==> config.mk <==
export PLATFORM = sky130hd
export DESIGN_NAME = hazard_ctrl
export DESIGN_NICKNAME = d
export VERILOG_FILES = /design/src/rtl/hazard_ctrl.sv
export SDC_FILE = /design/constraint.sdc
export NUM_CORES = 1
export LEC_CHECK = 0
export ABC_AREA = 1
export CAP_MARGIN = 10
export CORE_ASPECT_RATIO = 1.25
export CORE_MARGIN = 2
export CORE_UTILIZATION = 45
export DETAILED_ROUTE_END_ITERATION = 16
export PLACE_DENSITY_LB_ADDON = 0.1
export RECOVER_POWER = 100
export SETUP_SLACK_MARGIN = 0.05
export SLEW_MARGIN = 10
export SYNTH_ARGS = -nofsm -noshare
export SYNTH_HDL_FRONTEND = slang
export SYNTH_SLANG_ARGS = --single-unit
==> constraint.sdc <==
create_clock -name clk -period 4.75 [get_ports clk]
set_clock_uncertainty 0.2 [all_clocks]
set_input_delay 0.95 -clock clk [delete_from_list [all_inputs] [get_ports clk]]
set_output_delay 0.95 -clock clk [all_outputs]
set_load 0.03 [all_outputs]
==> src/rtl/hazard_ctrl.sv <==
// hazard_ctrl: pipeline stall/flush control, MULT/DIV busy sequencing and debug event counters
module hazard_ctrl #(
    parameter int MULT_LAT = 4,
    parameter int DIV_LAT  = 8,
    parameter int CNT_W    = 16
) (
    input  logic             clk,
    input  logic             rst,
    input  logic [4:0]       id_rs,
    input  logic [4:0]       id_rt,
    input  logic             id_use_rt,
    input  logic             id_rdhilo,
    input  logic             id_md,
    input  logic             ex_memread,
    input  logic [4:0]       ex_rt,
    input  logic             ex_branch_taken,
    input  logic             ex_md_start,
    input  logic             ex_md_is_div,
    output logic             PCW,
    output logic             IFIDW,
    output logic             IDEXW,
    output logic             flush_ifid,
    output logic             flush_idex,
    output logic             md_busy,
    output logic             md_done,
    output logic [CNT_W-1:0] stall_cnt,
    output logic [CNT_W-1:0] flush_cnt
);
    localparam int MAX_LAT = (MULT_LAT > DIV_LAT) ? MULT_LAT : DIV_LAT;
    localparam int CW = $clog2(MAX_LAT) + 1;
    typedef enum logic {IDLE, BUSY} state_t;
    state_t r_state, w_next_state;
    logic [CW-1:0] r_cnt, w_next_cnt;
    logic r_busy, r_done, w_loaduse, w_mdhaz, w_bubble;
    logic [CNT_W-1:0] r_stall_cnt, r_flush_cnt;

    // Hazard detection; a taken branch squashes the ID instruction so it beats any bubble
    always_comb begin
        w_loaduse  = ex_memread && (ex_rt != 5'd0) &&
                     ((ex_rt == id_rs) || (id_use_rt && (ex_rt == id_rt)));
        w_mdhaz    = r_busy && (id_rdhilo || id_md);
        w_bubble   = !ex_branch_taken && (w_loaduse || w_mdhaz);
        PCW        = rst && !w_bubble;
        IFIDW      = rst && !w_bubble;
        IDEXW      = rst;
        flush_ifid = !rst || ex_branch_taken;
        flush_idex = !rst || ex_branch_taken || w_bubble;
    end

    // MULT/DIV occupancy: load latency on a legal issue, count down to the last busy cycle
    always_comb begin
        w_next_state = r_state;
        w_next_cnt   = r_cnt;
        if (r_state == IDLE) begin
            if (ex_md_start && !ex_branch_taken) begin
                w_next_state = BUSY;
                w_next_cnt   = ex_md_is_div ? CW'(DIV_LAT) : CW'(MULT_LAT);
            end
        end else begin
            w_next_cnt   = r_cnt - 1'b1;
            w_next_state = (r_cnt == CW'(1)) ? IDLE : BUSY;
        end
    end

    // State, busy/done flags and saturating event counters
    always_ff @(posedge clk or negedge rst) begin
        if (!rst) begin
            r_state     <= IDLE;
            r_cnt       <= '0;
            r_busy      <= 1'b0;
            r_done      <= 1'b0;
            r_stall_cnt <= '0;
            r_flush_cnt <= '0;
        end else begin
            r_state <= w_next_state;
            r_cnt   <= w_next_cnt;
            r_busy  <= (w_next_state == BUSY);
            r_done  <= (w_next_state == BUSY) && (w_next_cnt == CW'(1));
            if (w_bubble && !(&r_stall_cnt))
                r_stall_cnt <= r_stall_cnt + 1'b1;
            if (ex_branch_taken && !(&r_flush_cnt))
                r_flush_cnt <= r_flush_cnt + 1'b1;
        end
    end

    assign md_busy   = r_busy;
    assign md_done   = r_done;
    assign stall_cnt = r_stall_cnt;
    assign flush_cnt = r_flush_cnt;
endmodule
==> summary.md, run 1 <==
| Metric | Value |
|---|---|
| Status | finished with violations |
| Failing checks | capacitance limit, slew limit |
| Mapped Area | 2400 µm² |
| Worst-margin pin slew | 1530 ps |
| Fmax | 241 MHz |
| M2 GR Usage | 34.6% |
| Vias | 2297 |
| Post-CTS Setup Inserts | 0 |
| GPL Wtd Cong | 0.881 |
| Chip Width | 69.3 µm |
| I/O Buffers | 62 |
| DRT Wirelength | 5460 µm |
| GR Util met3 | 3.88% |
| Ys Warns | 0 |
| Worst R2R End | stall_cnt[12] |
| Setup TNS | 0 ps |
| Worst skew pair latency | 300 ps |
| Syn nets | 356 |
| Area occupied by multi-input gates | 1200 µm² |
| Hold crit path type | reg -> reg |
| R2r setup slk | 2040 ps |
| M1 GR Usage | 21.7% |
| Nets | 420 |
| Initial antenna violation count | 0 |
| Post-Route Utilization | 62.1% |
| TritonCTS Buffers | 5 |
| RR Startpoint | md_busy |
| Global-route wire length before repair | 9320 µm |
| Starting DRC count in detailed routing | 77 |
| Router iterations before antenna repair | 4 |
| Num rows | 29 |
| CTS tree | done |
| CORE AREA | 5120 µm² |
| Hold path endpoint | flush_cnt[9] |
| Clock Power Share | 26.4% |
| ANT nets after route | 0 |
| Crit. Startpoint | ex_rt[4] |
| Clock buffer depth | 2 |
| Largest net degree at the start of global routing | 29 |
| Overflow after GRT | 0 |
| Placed insts | 447 |
| Worst Reg-to-Reg Cells | 6 |
| Cell Int Power | 0.787 mW |
| #FFs+latches synth | 38 |
| RSZ-0062 raised after global routing | no |
| PD cells | 402 nW/µm² |
| P_leak | 1.64 nW |
| Die Ht | 85.6 µm |
| Syn Inst Count | 328 |
| CTS H-tree depth | 2 |
| Synth Area per Inst | 7.31 µm² |
| Layout cell share with drive strength beyond 1 | 5.85% |
| Total track usage | 19.2% |
| Gate power share | 36.4% |
| Peak VDD IR | 282 µV |
| Register cell area after layout | 951 µm² |
| Tmin final | 4150 ps |
| Sw Pwr | 0.490 mW |
| Critical path peak fanout | 4 |
| Max-cap viol count | 1 |
| Fin crit share | 87.3% |
| Worst Slack Setup Final | 604 ps |
| Placed Area | 3060 µm² |
| Max-slew violations | 29 |
| Flop pwr share | 37.2% |
| Initial core utilization | 46.9% |
| P&R area growth vs syn | 32.5% |
| Sequential element share of the synthesized area | 39.6% |
| Hold_sp | flush_cnt[9] |
| Hold_buf cts | 0 |
| Worst slew margin | -1.83% |
| Post-DP HPWL | 4040 µm |
| Post-route insts no fill | 455 |
| # setup viols final | 0 |
| Root Buffer | clkbuf_8 |
| Arr. time, crit path | 3000 ps |
| GR peak layer | met2 |
| Setup WS pre-CTS | 660 ps |
| IO Count | 63 |
| Worst Setup End Kind | output port |
| CTS Sinks | 38 |
| Vias in the first global route | 2199 |
| Post-route cell area | 3180 µm² |
| Worst Path Required | 3600 ps |
| Reg clk slew, reported paths | 80 ps |
| Number of remaining DRC errors | 0 |
| Hold slack | 293 ps |
| Crit Path Category | in -> out |
| Net Sw Frac | 38.4% |
| Fill cell count | 468 |
| DR vias/cell | 5.05 |
| Ant. Diodes | 0 |
| Avg WL per Cell | 12.0 µm |
| Post-CTS Resized | 0 |
| Number of hold violations in the final report | 0 |
| CP Launch Type | input port |
| Total die area | 5930 µm² |
| Worst hold stages | 1 |
| Netlist cell types | 28 |
| Tot Pwr | 1.28 mW |
==> logic make-up (layout without fill, tap and decap cells) <==
group	Yosys count	after routing	share of synthesized area [%]
AO/OA/AOI/OAI	11	11	2.92
XOR/XNOR	26	26	9.49
adder cells (fa/ha/maj)	4	4	2.09
buffers and inverters	57	122	10.1
flip-flops	38	38	39.6
AND/OR/NAND/NOR	192	192	35.8
==> sequential cells by signal (all words and copies together), names as in the netlist <==
register / count
md_busy: 1
md_done: 1
flush_cnt: 16
r_cnt: 4
stall_cnt: 16
==> worst max-delay path, cell delays in order <==
cell           delay [ps]
dlygate4sd3_1         600
clkinv_1               60
nand2_1                40
nand2_1                50
nor2_1                 40
nand3_1                60
nand2_1                50
nand2_1                80
nand2_1                90
a21boi_0              210
dlygate4sd3_1         770
==> synth_stat cells, drive strengths merged <==
cell type | count | share of area [%]
nand4 | 20 | 5.2
xor2 | 17 | 6.2
a21boi | 1 | 0.31
a41oi | 1 | 0.37
buf | 6 | 2.1
a32oi | 1 | 0.37
a32o | 1 | 0.42
inv | 49 | 7.7
xnor2 | 9 | 3.3
a21oi | 2 | 0.42
or2 | 1 | 0.26
ha | 4 | 2.1
nand3b | 1 | 0.31
o21ai | 5 | 1.0
dfrtp | 38 | 40
nor2 | 30 | 5.3
nand2 | 111 | 18
nor3 | 8 | 2.1
nand3 | 21 | 5.0
clkbuf | 2 | 0.31
==> layer usage <==
layer,part of all wire [%],up-vias
li1,-,1160
met1,42,1054
met2,51,68
met3,4.4,15
met4,2.6,0
met5,0,-
==> placed cells by master (no fill, tap or decap), drive strengths merged <==
cell type      instances
ha                     4
nand3                 21
nor2                  30
nand2                111
dlygate4sd3           41
nand3b                 1
bufinv                 2
a32o                   1
a21boi                 1
or2                    1
a32oi                  1
inv                   48
a41oi                  1
o21ai                  5
xnor2                  9
nor3                   8
buf                    1
xor2                  17
dfrtp                 38
clkdlybuf4s50         20
nand4                 20
a21oi                  2
clkinv                 2
clkbuf                 8
==> how the worst max path moves through the flow <==
stage / endpoint / slack, ps / depth (start not counted)
6_report: IFIDW / 600 / 11
5_1_grt: IFIDW / 390 / 11
4_1_cts: IFIDW / 660 / 9
3_5_place_dp: IFIDW / 660 / 9
3_3_place_gp: PCW / 700 / 9
2_1_floorplan: PCW / 980 / 9
==> area by class of cell <==
cell class	instances	share of cell area, %
multi-input cells	233	37.7
clock buffers	5	2.17
repair buffers	65	19.8
flip-flops and latches	38	29.9
well taps	62	2.44
inverters	49	5.79
clock inverters	3	2.17
==> power groups by stage <==
stage / sequential [mW] / combinational (mW) / clock, mW
finish: 0.475 / 0.465 / 0.337
global route: 0.488 / 0.515 / 0.356
CTS: 0.477 / 0.497 / 0.343
detailed placement: 0.481 / 0.495 / 0
global placement: 0.479 / 0.487 / 0
floorplan: 0.564 / 0.226 / 0
(Power assumes the default switching activity.)
==> run 2: changes to the inputs <==
Settings changed: CORE_UTILIZATION 45 to 44.
Clock period 4.75 ns to 3.61 ns, I/O delays scaled along.
==> summary.md, run 2 (same netlist as run 1, synthesis figures left out) <==
| Metric | Value |
|---|---|
| DRT Wirelength | 5410 µm |
| Number of remaining DRC errors | 0 |
| GPL Wtd Cong | 0.817 |
| Hold_sp | flush_cnt[14] |
| Nets | 421 |
| CTS H-tree depth | 2 |
| R2r setup slk | 1130 ps |
| Worst R2R End | stall_cnt[7] |
| Die Ht | 86.5 µm |
| Clock buffer depth | 2 |
| ANT nets after route | 0 |
| Cell at the slowest stage of the critical path | clkdlybuf4s50_1 |
| Status | completed |
| Largest net degree at the start of global routing | 22 |
| Hold crit path type | reg -> reg |
| IO Count | 63 |
| Chip Width | 70.0 µm |
| Initial core utilization | 45.0% |
| Max-slew violations | 0 |
| Initial antenna violation count | 0 |
| Number of hold violations in the final report | 0 |
| Tmin final | 3420 ps |
| TritonCTS Buffers | 5 |
| PD cells | 493 nW/µm² |
| P&R area growth vs syn | 30.5% |
| Hold_buf cts | 0 |
| Vias | 2260 |
| RR Startpoint | md_busy |
| Fin crit share | 94.7% |
| Worst Path Required | 2690 ps |
| Total die area | 6060 µm² |
| Peak VDD IR | 383 µV |
| Starting DRC count in detailed routing | 89 |
| Post-CTS Setup Inserts | 0 |
| Post-CTS Resized | 0 |
| RSZ-0062 raised after global routing | no |
| Vias in the first global route | 2167 |
| Total track usage | 19.3% |
| CTS tree | done |
| DR vias/cell | 4.93 |
| Max-cap viol count | 0 |
| CP Launch Type | input port |
| Worst slew margin | 30.9% |
| Setup TNS | 0 ps |
| Worst hold stages | 1 |
| Router iterations before antenna repair | 4 |
| Ant. Diodes | 0 |
| Num rows | 30 |
| Fill cell count | 509 |
| CORE AREA | 5330 µm² |
| Post-Route Utilization | 58.7% |
| P_leak | 1.62 nW |
| Post-DP HPWL | 4280 µm |
| Root Buffer | clkbuf_8 |
| Critical path peak fanout | 4 |
| Worst skew pair latency | 290 ps |
| Hold path endpoint | flush_cnt[14] |
| Most common cell after layout, fill and taps aside | nand2_1 |
| CP max stage delay | 700 ps |
| Layout cell share with drive strength beyond 1 | 6.09% |
| CP cell instances | clkdlybuf4s50_1 -> inv_2 -> nand2_1 -> nand2_1 -> nor2_1 -> nand3_1 -> nand2_1 -> nand2_1 -> nand4_1 -> clkdlybuf4s50_1 |
| Most frequent cells in the layout | nand2_1 (110), inv_1 (43), dfrtp_1 (38) |
| CTS Sinks | 38 |
| Fmax | 293 MHz |
| Reg clk slew, reported paths | 70 ps |
| I/O Buffers | 62 |
| Avg WL per Cell | 11.8 µm |
| Crit Path Category | in -> out |
| Arr. time, crit path | 2500 ps |
| Overflow after GRT | 0 |
| Worst-margin pin slew | 1040 ps |
| Crit. Startpoint | ex_rt[4] |
| Worst Reg-to-Reg Cells | 6 |
| Worst Setup End Kind | output port |
| Global-route wire length before repair | 9490 µm |
| # setup viols final | 0 |
| CP most frequent cell | nand2_1 |
-- run 2: cell count changes in the layout (fill, tap and decap cells not counted), moves of 2 or more --
cell             before  now
clkbuf_1              3    7
dlygate4sd3_1        41   37
bufinv_16             2    0
clkdlybuf4s50_1      20   22
-- run 2: area by class of cell --
class | count | area [µm²] | share of cell area, %
clock buffers | 7 | 86.3 | 2.76
clock inverters | 1 | 5.00 | 0.160
inverters | 49 | 184 | 5.88
multi-input cells | 233 | 1200 | 38.4
flip-flops and latches | 38 | 951 | 30.4
well taps | 64 | 80.1 | 2.56
repair buffers | 66 | 621 | 19.8
-- run 2: how the worst max path moves through the flow --
stage                  to  slack (ps)  depth (start not counted)
6_report       flush_idex         190                         10
5_1_grt        flush_idex         100                         10
4_1_cts        flush_idex         200                         10
3_5_place_dp   flush_idex         200                         10
3_3_place_gp   flush_idex         230                         10
2_1_floorplan         PCW         290                          9
-- run 2: critical path, delay by kind of cell --
kind                   cells  cell delay, ps
AND/OR/NAND/NOR            7             470
buffers and inverters      3            1290
-- run 2: report_power, final --
part           leakage [nW]  switching (mW)  total (mW)  internal [mW]
Clock                0.0482           0.146       0.300          0.154
Combinational          1.09           0.377       0.619          0.242
Sequential            0.478           0.106       0.623          0.517
Total                  1.62           0.629        1.54          0.913
-- run 2: per-layer routing --
layer	share of wire (%)	vias up	global-route usage, %
li1	-	1158	-
met1	41	1044	21.4
met2	52	49	35.7
met3	4.8	9	4.07
met4	1.9	0	8.04
met5	0	-	0
-- run 2: metrics by stage --
| step | setup WS [ps] | area (µm²) | power [mW] | hold WS, ps | instances |
|---|---|---|---|---|---|
| 2_1_floorplan | 293 | 2400 | 1.04 | 226 | 328 |
| 6_report | 191 | 3130 | 1.54 | 298 | 458 |
| 3_5_place_dp | 200 | 3060 | 1.29 | 297 | 450 |
| 3_3_place_gp | 229 | 3060 | 1.27 | 287 | 450 |
| 5_1_grt | 99.3 | 3130 | 1.66 | 332 | 458 |
| 4_1_cts | 196 | 3150 | 1.60 | 169 | 458 |
==> run 3: changes to the inputs <==
Settings changed: CAP_MARGIN 10 to 15, PLACE_DENSITY set to 0.76, PLACE_DENSITY_LB_ADDON 0.1 to not set.
==> summary.md, run 3 (same netlist as run 1, synthesis figures left out) <==
| Metric | Value |
|---|---|
| Peak VDD IR | 389 µV |
| GPL Wtd Cong | 0.850 |
| Hold_buf cts | 0 |
| Post-route cell area | 3120 µm² |
| Worst slew margin | 34.3% |
| Layout cell share with drive strength beyond 1 | 6.11% |
| Max-slew violations | 0 |
| Total die area | 6060 µm² |
| Ant. Diodes | 0 |
| Clock buffer depth | 2 |
| P&R area growth vs syn | 29.9% |
| CP Launch Type | input port |
| Chip Width | 70.0 µm |
| Placed insts | 450 |
| CTS Sinks | 38 |
| Vias | 2293 |
| DRT Wirelength | 5600 µm |
| Worst Setup End Kind | output port |
| Fin crit share | 94.5% |
| Post-route insts no fill | 457 |
| Max-cap viol count | 0 |
| RSZ-0062 raised after global routing | no |
| Number of hold violations in the final report | 0 |
| Setup TNS | 0 ps |
| Tmin final | 3410 ps |
| Status | completed |
| CORE AREA | 5330 µm² |
| Starting DRC count in detailed routing | 129 |
| Most frequent cells in the layout | nand2_1 (110), inv_1 (44), dfrtp_1 (38) |
| Number of remaining DRC errors | 0 |
| Most common cell after layout, fill and taps aside | nand2_1 |
| Post-CTS Resized | 0 |
| Arr. time, crit path | 2490 ps |
| Post-DP HPWL | 4310 µm |
| P_leak | 1.62 nW |
| I/O Buffers | 62 |
| Critical path peak fanout | 3 |
| Overflow after GRT | 0 |
| Initial core utilization | 45.0% |
| Fill cell count | 507 |
| Nets | 421 |
| Die Ht | 86.5 µm |
| Vias in the first global route | 2140 |
| Hold crit path type | in -> async |
| Global-route wire length before repair | 9470 µm |
| TritonCTS Buffers | 5 |
| Reg clk slew, reported paths | 70 ps |
| Fmax | 293 MHz |
| Crit Path Category | in -> out |
| Worst-margin pin slew | 985 ps |
| Hold slack | 280 ps |
| Initial antenna violation count | 0 |
| Post-CTS Setup Inserts | 0 |
| Worst skew pair latency | 290 ps |
| Tot Pwr | 1.52 mW |
| Avg WL per Cell | 12.3 µm |
| DR vias/cell | 5.02 |
| Total track usage | 19.5% |
| CTS H-tree depth | 2 |
| # setup viols final | 0 |
| Num rows | 30 |
| PD cells | 488 nW/µm² |
| Router iterations before antenna repair | 4 |
| Largest net degree at the start of global routing | 21 |
| CTS tree | done |
| ANT nets after route | 0 |
| Root Buffer | clkbuf_8 |
| Worst Path Required | 2690 ps |
| Placed Area | 3060 µm² |
| IO Count | 63 |
==> run 3: final timing paths <==
kind                          startpoint             to  slack [ps]  depth (start not counted)
min                                  rst   flush_cnt[2]         280                          1
max reg2reg                 stall_cnt[0]   stall_cnt[5]        1270                          9
min in group clk           flush_cnt[14]  flush_cnt[14]         300                          1
max in group asynchronous            rst       r_cnt[2]        1590                          2
max                             ex_rt[3]     flush_idex         200                         10
min reg2reg                flush_cnt[14]  flush_cnt[14]         300                          1
==> run 3: worst max-delay path: stages <==
cell and delay, ps:
clkdlybuf4s50_1 530, inv_2 60, nand2_1 60, nand2_1 50, nor2_1 100, nand3_1 80, nand2_1 60, nand2_1 60
nand4_1 70, clkdlybuf4s50_1 710
==> run 3: layout make-up <==
cell class / instances / area, µm² / area share (%)
multi-input combinational: 233 / 1200 / 38.5
timing repair buffer: 66 / 623 / 20.0
clock buffer: 5 / 68.8 / 2.21
clock inverter: 2 / 10.0 / 0.321
tap: 64 / 80.1 / 2.57
inverter: 49 / 184 / 5.90
sequential: 38 / 951 / 30.5
==> run 3: through the flow <==
| step | worst slack [ps] | utilization, % |
|---|---|---|
| 4_1_cts | 214 | 58.9 |
| 5_1_grt | 58.8 | 58.5 |
| 6_report | 198 | 58.5 |
| 3_3_place_gp | 255 | 57.4 |
| 3_5_place_dp | 212 | 57.4 |
| 2_1_floorplan | 293 | - |
==> run 3: per-layer routing <==
layer | up-vias | track usage, % | part of all wire [%]
li1 | 1156 | - | -
met1 | 1080 | 23.2 | 42
met2 | 46 | 35.3 | 53
met3 | 11 | 3.49 | 3.0
met4 | 0 | 7.17 | 1.9
met5 | - | 0 | 0
==> run 3: power breakdown <==
group          internal (mW)  total [mW]  switching (mW)  leakage, nW
sequential             0.517       0.622           0.105        0.478
clock                  0.130       0.280           0.150       0.0438
combinational          0.245       0.618           0.373         1.10
total                  0.892        1.52           0.628         1.62
